### src/rtl/tx_serializer_if.sv
// Word-side and line-side signals of the serializer, bundled so the producer and
// the serializer see the same widths through their modports.
interface tx_serializer_if #(
  parameter int WIDTH = 10,
  parameter int CNT_W = 8
);
  logic [WIDTH-1:0] Parallel_Data;
  logic             Data_Valid;
  logic             TrainEn;
  logic             Ready;
  logic             Serial_out;
  logic             Frame_start;
  logic             Training;
  logic [CNT_W-1:0] Word_Count;

  modport master (
    output Parallel_Data, Data_Valid, TrainEn,
    input  Ready, Serial_out, Frame_start, Training, Word_Count
  );

  modport slave (
    input  Parallel_Data, Data_Valid, TrainEn,
    output Ready, Serial_out, Frame_start, Training, Word_Count
  );
endinterface

### src/rtl/tx_serializer.sv
// LSB-first word serializer toward an RX CDR, with a 1010 lock-training pattern
// that is only started and stopped on word and bit-pair boundaries.
module tx_serializer #(
  parameter int WIDTH = 10,
  parameter int CNT_W = 8
) (
  input  logic          BitCLK,
  input  logic          Reset,
  tx_serializer_if.slave bus
);

  localparam int CW = (WIDTH > 1) ? $clog2(WIDTH) : 1;
  localparam logic [CW-1:0] LastBit = CW'(WIDTH - 1);

  typedef enum logic [1:0] {IDLE, SEND, TRAIN} state_e;

  state_e           state_q, state_d;
  logic [WIDTH-1:0] shift_q, shift_d;
  logic [CW-1:0]    bitCnt_q, bitCnt_d;
  logic             serial_q, serial_d;
  logic             frame_q, frame_d;
  logic             training_q, training_d;
  logic [CNT_W-1:0] count_q, count_d;

  logic lastBit;
  logic boundary;
  logic ready;

  // A word boundary is either idle or the cycle carrying the final bit of a word.
  always_comb begin
    lastBit  = (bitCnt_q == LastBit);
    boundary = (state_q == IDLE) || ((state_q == SEND) && lastBit);
    ready    = Reset && !bus.TrainEn && boundary;
  end

  always_comb begin
    state_d    = state_q;
    shift_d    = shift_q;
    bitCnt_d   = bitCnt_q;
    serial_d   = serial_q;
    frame_d    = frame_q;
    training_d = training_q;
    count_d    = count_q;

    if (ready && bus.Data_Valid) begin
      state_d    = SEND;
      serial_d   = bus.Parallel_Data[0];
      shift_d    = bus.Parallel_Data >> 1;
      bitCnt_d   = '0;
      frame_d    = 1'b1;
      training_d = 1'b0;
      count_d    = count_q + 1'b1;
    end else if (boundary && bus.TrainEn) begin
      state_d    = TRAIN;
      serial_d   = 1'b1;
      frame_d    = 1'b0;
      training_d = 1'b1;
    end else begin
      case (state_q)
        SEND: begin
          frame_d = 1'b0;
          if (lastBit) begin
            state_d  = IDLE;
            serial_d = 1'b0;
          end else begin
            serial_d = shift_q[0];
            shift_d  = shift_q >> 1;
            bitCnt_d = bitCnt_q + 1'b1;
          end
        end
        // Leave training only once the 0 of a 1,0 pair is already on the line.
        TRAIN: begin
          if (!serial_q && !bus.TrainEn) begin
            state_d    = IDLE;
            serial_d   = 1'b0;
            training_d = 1'b0;
          end else begin
            serial_d = !serial_q;
          end
        end
        default: begin
          state_d    = IDLE;
          serial_d   = 1'b0;
          frame_d    = 1'b0;
          training_d = 1'b0;
        end
      endcase
    end
  end

  always_ff @(posedge BitCLK) begin
    if (!Reset) begin
      state_q    <= IDLE;
      shift_q    <= '0;
      bitCnt_q   <= '0;
      serial_q   <= 1'b0;
      frame_q    <= 1'b0;
      training_q <= 1'b0;
      count_q    <= '0;
    end else begin
      state_q    <= state_d;
      shift_q    <= shift_d;
      bitCnt_q   <= bitCnt_d;
      serial_q   <= serial_d;
      frame_q    <= frame_d;
      training_q <= training_d;
      count_q    <= count_d;
    end
  end

  assign bus.Ready       = ready;
  assign bus.Serial_out  = serial_q;
  assign bus.Frame_start = frame_q;
  assign bus.Training    = training_q;
  assign bus.Word_Count  = count_q;

endmodule

### src/flat_wrapper.sv
// flat-port wrapper written by rule: the top's interface ports become plain ports
module tx_serializer_flat 
#(
  parameter int WIDTH = 10,
  parameter int CNT_W = 8
)
  (BitCLK, Reset, bus_Parallel_Data, bus_Data_Valid, bus_TrainEn, bus_Ready, bus_Serial_out, bus_Frame_start, bus_Training, bus_Word_Count);
  tx_serializer_if #(.WIDTH(WIDTH), .CNT_W(CNT_W)) bus_i ();
  input  logic BitCLK;
  input  logic Reset;
  input wire logic [$bits(bus_i.Parallel_Data)-1:0] bus_Parallel_Data;
  input wire logic [$bits(bus_i.Data_Valid)-1:0] bus_Data_Valid;
  input wire logic [$bits(bus_i.TrainEn)-1:0] bus_TrainEn;
  output wire logic [$bits(bus_i.Ready)-1:0] bus_Ready;
  output wire logic [$bits(bus_i.Serial_out)-1:0] bus_Serial_out;
  output wire logic [$bits(bus_i.Frame_start)-1:0] bus_Frame_start;
  output wire logic [$bits(bus_i.Training)-1:0] bus_Training;
  output wire logic [$bits(bus_i.Word_Count)-1:0] bus_Word_Count;
  assign bus_i.Parallel_Data = bus_Parallel_Data;
  assign bus_i.Data_Valid = bus_Data_Valid;
  assign bus_i.TrainEn = bus_TrainEn;
  assign bus_Ready = bus_i.Ready;
  assign bus_Serial_out = bus_i.Serial_out;
  assign bus_Frame_start = bus_i.Frame_start;
  assign bus_Training = bus_i.Training;
  assign bus_Word_Count = bus_i.Word_Count;
  tx_serializer #(.WIDTH(WIDTH), .CNT_W(CNT_W)) u_core (.BitCLK(BitCLK), .Reset(Reset), .bus(bus_i));
endmodule
### config.mk
export PLATFORM = sky130hd
export DESIGN_NAME = tx_serializer_flat
export DESIGN_NICKNAME = d
export VERILOG_FILES = /design/src/rtl/tx_serializer_if.sv /design/src/rtl/tx_serializer.sv /design/src/flat_wrapper.sv
export SDC_FILE = /design/constraint.sdc
export NUM_CORES = 1
export LEC_CHECK = 0
export BUFFER_PORTS_ARGS = -buffer_cell sky130_fd_sc_hd__buf_2
export CORE_MARGIN = 2
export CORE_UTILIZATION = 52
export CTS_CLUSTER_SIZE = 30
export DETAILED_ROUTE_END_ITERATION = 16
export MAX_ROUTING_LAYER = met4
export PLACE_DENSITY_LB_ADDON = 0.25
export SYNTH_ARGS = -nofsm -noshare
export SYNTH_HDL_FRONTEND = slang
export SYNTH_SLANG_ARGS = --single-unit
### constraint.sdc
create_clock -name BitCLK -period 2.39 [get_ports BitCLK]
set_clock_uncertainty 0.05 [all_clocks]
set_input_delay 0 -clock BitCLK [delete_from_list [all_inputs] [get_ports BitCLK]]
set_output_delay 0 -clock BitCLK [all_outputs]
set_load 0.02 [all_outputs]
==> summary.txt, run 1 <==
Run status
  • Outcome: complete, no violations

Placed design
  • Final Wtd Congestion: 0.8483
  • IO buf count: 25
  • DPL Wire Length: 1840 um

Pwr
  • Comb pwr share: 0.129
  • Cell internal pwr: 0.5504 mW
  • Total Power: ~0.73 mW
  • Leak: approximately 0.60 nW
  • Sw frac: 0.2483
  • Clock group share of total power: 0.246
  • Power per cell area: 494.7 mW/mm2
  • Peak supply drop: about 0.38 mV
  • Switch Pwr: around 0.18 mW
  • Sequential power share: 0.624

Synth
  • Synth cell count leaders: dfxtp_1 (26), nand2_1 (23), o21ai_0 (15)
  • Mapped cell area: about 0.0012 mm2
  • Dominant cell type by area after synthesis: dfxtp_1
  • Yosys top cell area share: 0.4347
  • Synth Register Bits: 26
  • Post-synth top flop: dfxtp_1
  • Most frequent cell after synthesis: dfxtp_1
  • Seq/Total Area, Yosys: 0.4347
  • Area contributors post-synth: dfxtp_1 (43%), ha_1 (7.3%), nand2_1 (7.2%)
  • Mapped Cells: between 100 and 150
  • Ys Warns: 0
  • Syn Area/Cell: around 8.5 um2
  • Synth unique cells: 32
  • Asr flop ratio synth: 0
  • EDFF count, synth: 0
  • Synth Net Count: ~160

Routing
  • Via count: around 1,100
  • Initial drt markers: 16
  • Drt first pass iters: 4
  • Detailed-route wire length: 2516 um
  • Vias per cell: around 5.6
  • DRC errors left: 0
  • Wirelength per Cell: 12.27 um
  • Routed Antenna Nets: 0

STA
  • Max Slew Vio Count: 0
  • Slew headroom: 0.7061
  • Setup tns final: 0 ns
  • Worst Tran Pin Value: about 0.44 ns
  • RSZ-0062 raised after global routing: false
  • FMAX: around 0.52 GHz
  • Fin crit period: just under 2 ns
  • # setup viols final: 0
  • Hold Violations, Final: 0
  • Period utilization: 0.8080

Die
  • DIE HEIGHT: ~52 um
  • Full die area: 0.002702 mm2
  • Site Rows: 17
  • Ports: 26
  • Die width: 51.99 um
  • Initial Utilization: 0.5465
  • Core Area: 0.002191 mm2

Global routing
  • Overall routing resource usage: 0.2155
  • Initial antenna violation count: 0
  • Vias in the first global route: a little over 1,000
  • First-pass GRT wire length: around 4300 um
  • Remaining global-route overflow: 0
  • Largest net degree at the start of global routing: 24

Clock tree
  • Clock Latency Late Sink: just over 0.3 ns
  • CTS tree: done
  • Clk root buf: clkbuf_4
  • Sink Count: 26
  • Setup bufs post-CTS: 0
  • H-tree lvl count: 1
  • CTS clk-pin slew, worst paths: 0.13 ns
  • Deepest clock path buffer count: 2
  • TritonCTS buffer count: 3

Layout
  • Final-layout fill cell count: around 200
  • Diodes inserted: 0
  • Share of layout cells above drive strength 1: 0.1977
  • Syn-to-layout area delta: 23.62%
  • NumNets Final: 200

Worst setup path
  • Kind of critical path: flop to flop
  • Critical path required time: 2.54 ns
  • Crit path DAT: about 2.1 ns
  • Worst Setup End Kind: flop
  • CP max FO: 9
  • Worst setup SP type: flop

Job
  • Max_cap viols: 0

Worst hold path
  • Worst min-delay path class: input port to flop
## area by class of cell
| class | instances | area, um2 | share of cell area |
|---|---|---|---|
| repair buffers | 38 | 247.7 | 0.1674 |
| flip-flops and latches | 26 | 520.5 | 0.3516 |
| well taps | 28 | 35.03 | 0.02367 |
| inverters | 8 | 30.03 | 0.02029 |
| multi-input cells | 102 | 624.3 | 0.4218 |
| clock buffers | 3 | 22.52 | 0.01522 |
## cells in the final DEF, fill, tap and decap left out, types with 2 or more instances in the layout
cell type      count
a21oi_1            8
or2_2              2
nor2_1             7
buf_4              3
o21ai_0           15
dlygate4sd3_1     10
and4b_1            2
nand2_1           23
a31oi_1            9
ha_1               7
o31ai_1            3
xor2_1             3
o211ai_1           2
nand3_1            5
buf_2             25
dfxtp_1           26
or3_1              2
clkbuf_4           3
inv_1              7
## final timing paths
| check | from | to | slack [ns] | cells past startpoint |
|---|---|---|---|---|
| max | u_core.state_q[1] | u_core.bus.Word_Count[6] | 0.46 | 7 |
| min | bus_Parallel_Data[0] | u_core.bus.Serial_out | 0.02 | 3 |
| max reg2reg | u_core.state_q[1] | u_core.bus.Word_Count[6] | 0.46 | 7 |
| min reg2reg | u_core.bus.Frame_start | u_core.bus.Frame_start | 0.41 | 2 |
## logic make-up (layout without fill, tap and decap cells)
logic type / Yosys count / in the layout / synth area share
simple gates: 46 / 46 / 0.1808
compound gates: 44 / 44 / 0.2299
flops: 26 / 26 / 0.4347
buf+inv: 13 / 49 / 0.04389
fa+ha+maj: 7 / 7 / 0.07314
xor+xnor: 4 / 4 / 0.02926
mux: 1 / 1 / 0.008360
## critical path, stage by stage (launching register included)
cell and delay (ns):
dfxtp_1 0.36, inv_1 0.08, ha_1 0.22, and4b_1 0.26
o2111ai_2 0.18, buf_4 0.22, o311ai_0 0.33, o41ai_1 0.12
## sequential cells by signal, summed over array words and instances, names as in the netlist
register and cells:
u_core.bus.Training 1, u_core.bus.Serial_out 1, u_core.shift_q 9, u_core.state_q 2, u_core.bitCnt_q 4, u_core.bus.Frame_start 1, u_core.bus.Word_Count 8
## per-layer routing
layer / GRT usage / up-vias / part of all wire
li1: - / 572 / -
met5: - / - / 0
met1: 0.2740 / 546 / 0.46
met3: 0.02586 / 2 / 0.034
met2: 0.3629 / 26 / 0.50
met4: 0.05702 / 0 / 0.0064
## through the flow
stage / cells / hold slack (ns) / cell area [um2] / worst slack [ns] / utilization
5_1_grt: 205 / 0.05244 / 1480 / 0.1957 / 0.6756
2_1_floorplan: 141 / 0.08831 / 1197 / 0.6458 / -
6_report: 205 / 0.01698 / 1480 / 0.4588 / 0.6756
3_5_place_dp: 192 / 0.2681 / 1358 / 0.4701 / 0.6196
3_3_place_gp: 192 / 0.2538 / 1358 / 0.5258 / 0.6196
4_1_cts: 205 / 0.02132 / 1480 / 0.4429 / 0.6756
## power by group through the flow
stage               Combinational, mW  Clock (mW)  Sequential (mW)
floorplan                      0.0454           0            0.470
global placement               0.0786           0            0.466
detailed placement             0.0821           0            0.467
CTS                            0.0947       0.187            0.457
global route                    0.105       0.202            0.459
finish                         0.0947       0.180            0.457
## repair_timing
action | 4_1_cts | 5_1_grt
gates resized for setup | 0 | 0
hold buffers | 10 | 0
endpoints found under the hold margin | 9 | 0
Note: power is estimated with default switching activity, not from simulation.
==> inputs of run 2 (changes only) <==
Settings changed: CORE_UTILIZATION 52 to 47.
Clock period 2.39 ns to 1.7 ns, I/O delays scaled along.
==> summary.txt, run 2 (synthesis gave the netlist of run 1 again) <==
Worst setup path
  • WP depth: 7
  • Worst Setup End Kind: output port
  • Kind of critical path: flop to output port
  • Crit path DAT: between 1.5 and 2 ns
  • Worst R2R End: u_core.bus.Word_Count[4]
  • Slowest CP cell: dfxtp_2
  • R2r setup slk: -0.01 ns
  • CP startpoint: u_core.bitCnt_q[1]
  • Critical path required time: 1.65 ns
  • Reg2reg start: u_core.bitCnt_q[1]
  • Worst setup SP type: flop
  • CP dominant cell by count: buf_4
  • Number of cells on the worst reg-to-reg path: 7
  • Worst Setup EP: bus_Ready
  • Slowest stage delay, CP: between 0.3 and 0.4 ns
  • Crit-path leading delay family: flip-flops
  • CP max FO: 3
  • Crit-path cells: inv_1 > ha_1 > and4b_2 > o21ai_1 > buf_4 > nor2_1 > buf_4
  • Worst Path Buf+Inv: 3

Routing
  • DRC errors left: 0
  • Vias per cell: around 5.4
  • Via count: roughly 1,200
  • Wirelength per Cell: between 10 and 15 um
  • Detailed-route wire length: roughly 3000 um
  • Drt first pass iters: 3
  • Routed Antenna Nets: 0
  • Initial drt markers: 26

STA
  • FMAX: roughly 0.58 GHz
  • Fin crit period: approximately 1.7 ns
  • Slew headroom: 0.7166
  • RSZ-0062 raised after global routing: true
  • # setup viols final: 5
  • Period utilization: 1.018
  • Worst setup margin: -0.03128 ns
  • Hold_ws: roughly 0.016 ns
  • Hold Violations, Final: 0
  • Worst Tran Pin Value: between 0.4 and 0.5 ns
  • Max Slew Vio Count: 0

Layout
  • Commonest non-fill, non-tap cell in the layout: buf_2
  • Reg with most FFs: u_core.shift_q
  • NumNets Final: 218
  • Max reg flops: 9
  • Diodes inserted: 0
  • Syn-to-layout area delta: 43.26%
  • Most frequent cells in the layout: buf_2 (24), nand2_1 (23), dfxtp_1 (23)
  • Area of the multi-input gates: ~670 um2
  • Final-layout fill cell count: approximately 200
  • Design Area, Final: between 0.0015 and 0.002 mm2
  • Share of layout cells above drive strength 1: 0.3265
  • Reg area: between 500 and 600 um2

Worst hold path
  • Hold path start: bus_TrainEn
  • Worst min-delay path class: input port to flop

Pwr
  • Power per cell area: around 730 mW/mm2
  • Leak: between 0.7 and 0.8 nW
  • Peak supply drop: 0.7049 mV

Clock tree
  • Deepest clock path buffer count: 2
  • Sink Count: 26
  • H-tree lvl count: 1
  • Clk root buf: clkbuf_4
  • Clock Latency Late Sink: approximately 0.34 ns
  • CTS clk-pin slew, worst paths: around 0.16 ns
  • CTS tree: done
  • TritonCTS buffer count: 3

Global routing
  • Remaining global-route overflow: 0
  • Overall routing resource usage: 0.2326
  • Largest net degree at the start of global routing: 23
  • Initial antenna violation count: 0
  • Vias in the first global route: ~1,200
  • First-pass GRT wire length: ~4800 um

Die
  • Initial Utilization: 0.4878
  • Ports: 26
  • Full die area: 0.002968 mm2
  • Die width: ~54 um
  • DIE HEIGHT: approximately 54 um
  • Core Area: roughly 0.0025 mm2
  • Site Rows: 18

Placed design
  • DP Area: between 0.001 and 0.0015 mm2
  • Final Wtd Congestion: roughly 0.70
  • IO buf count: 25
  • DPL Wire Length: just over 2000 um

Run status
  • Failing checks: negative setup slack
  • Outcome: finished, violations left

Job
  • Max_cap viols: 0
run 2: what timing repair did:
action                     4_1_cts  5_1_grt
gates resized for setup         12        8
hold buffers                    10        0
pin swaps                        5        7
setup endpoints to repair       22       19
setup buffers                    3        1
hold endpoints to repair        10        0
run 2: through the flow:
step	instances	setup TNS [ns]	total power, mW	setup WS [ns]	utilization
6_report	226	-0.05919	1.247	-0.03128	0.6988
4_1_cts	225	-0.01785	1.240	-0.01131	0.6794
2_1_floorplan	141	0	0.7256	0.01647	-
3_5_place_dp	208	-1.191	0.7907	-0.1073	0.5979
3_3_place_gp	208	-0.1498	0.7839	-0.02588	0.5979
5_1_grt	226	-0.9896	1.291	-0.08964	0.6988
run 2: area by class of cell:
class / instances / area share
well taps: 30 / 0.02188
inverters: 8 / 0.01751
repair buffers: 56 / 0.2334
multi-input cells: 102 / 0.3910
clock buffers: 3 / 0.01313
clock inverters: 1 / 0.01751
flip-flops and latches: 26 / 0.3056
run 2: layer usage:
metal / vias to the layer above / part of all wire / GRT usage
li1: 611 / - / -
met5: - / 0 / -
met2: 18 / 0.55 / 0.4438
met1: 592 / 0.42 / 0.2424
met3: 3 / 0.025 / 0.04098
met4: 0 / 0.0047 / 0.06250
run 2: tightest hold or removal path, stage by stage:
cell and delay, ns:
buf_2 0.13, o21ai_0 0.15, a21oi_1 0.08
run 2: how the worst min path moves through the flow:
stage / end / slack (ns) / cells past startpoint
after floorplan: u_core.shift_q[0] / 0.09 / 2
after global placement: u_core.shift_q[0] / 0.25 / 3
after detailed placement: u_core.shift_q[0] / 0.26 / 3
after CTS: u_core.state_q[1] / 0.009 / 3
after global routing: u_core.state_q[1] / 0.03 / 3
final: u_core.state_q[1] / 0.02 / 3
run 2: power by group:
group,internal [mW],switching (mW),leakage [nW]
Clock,0.239,0.194,0.0279
Combinational,0.0857,0.0870,0.475
Sequential,0.630,0.0109,0.213
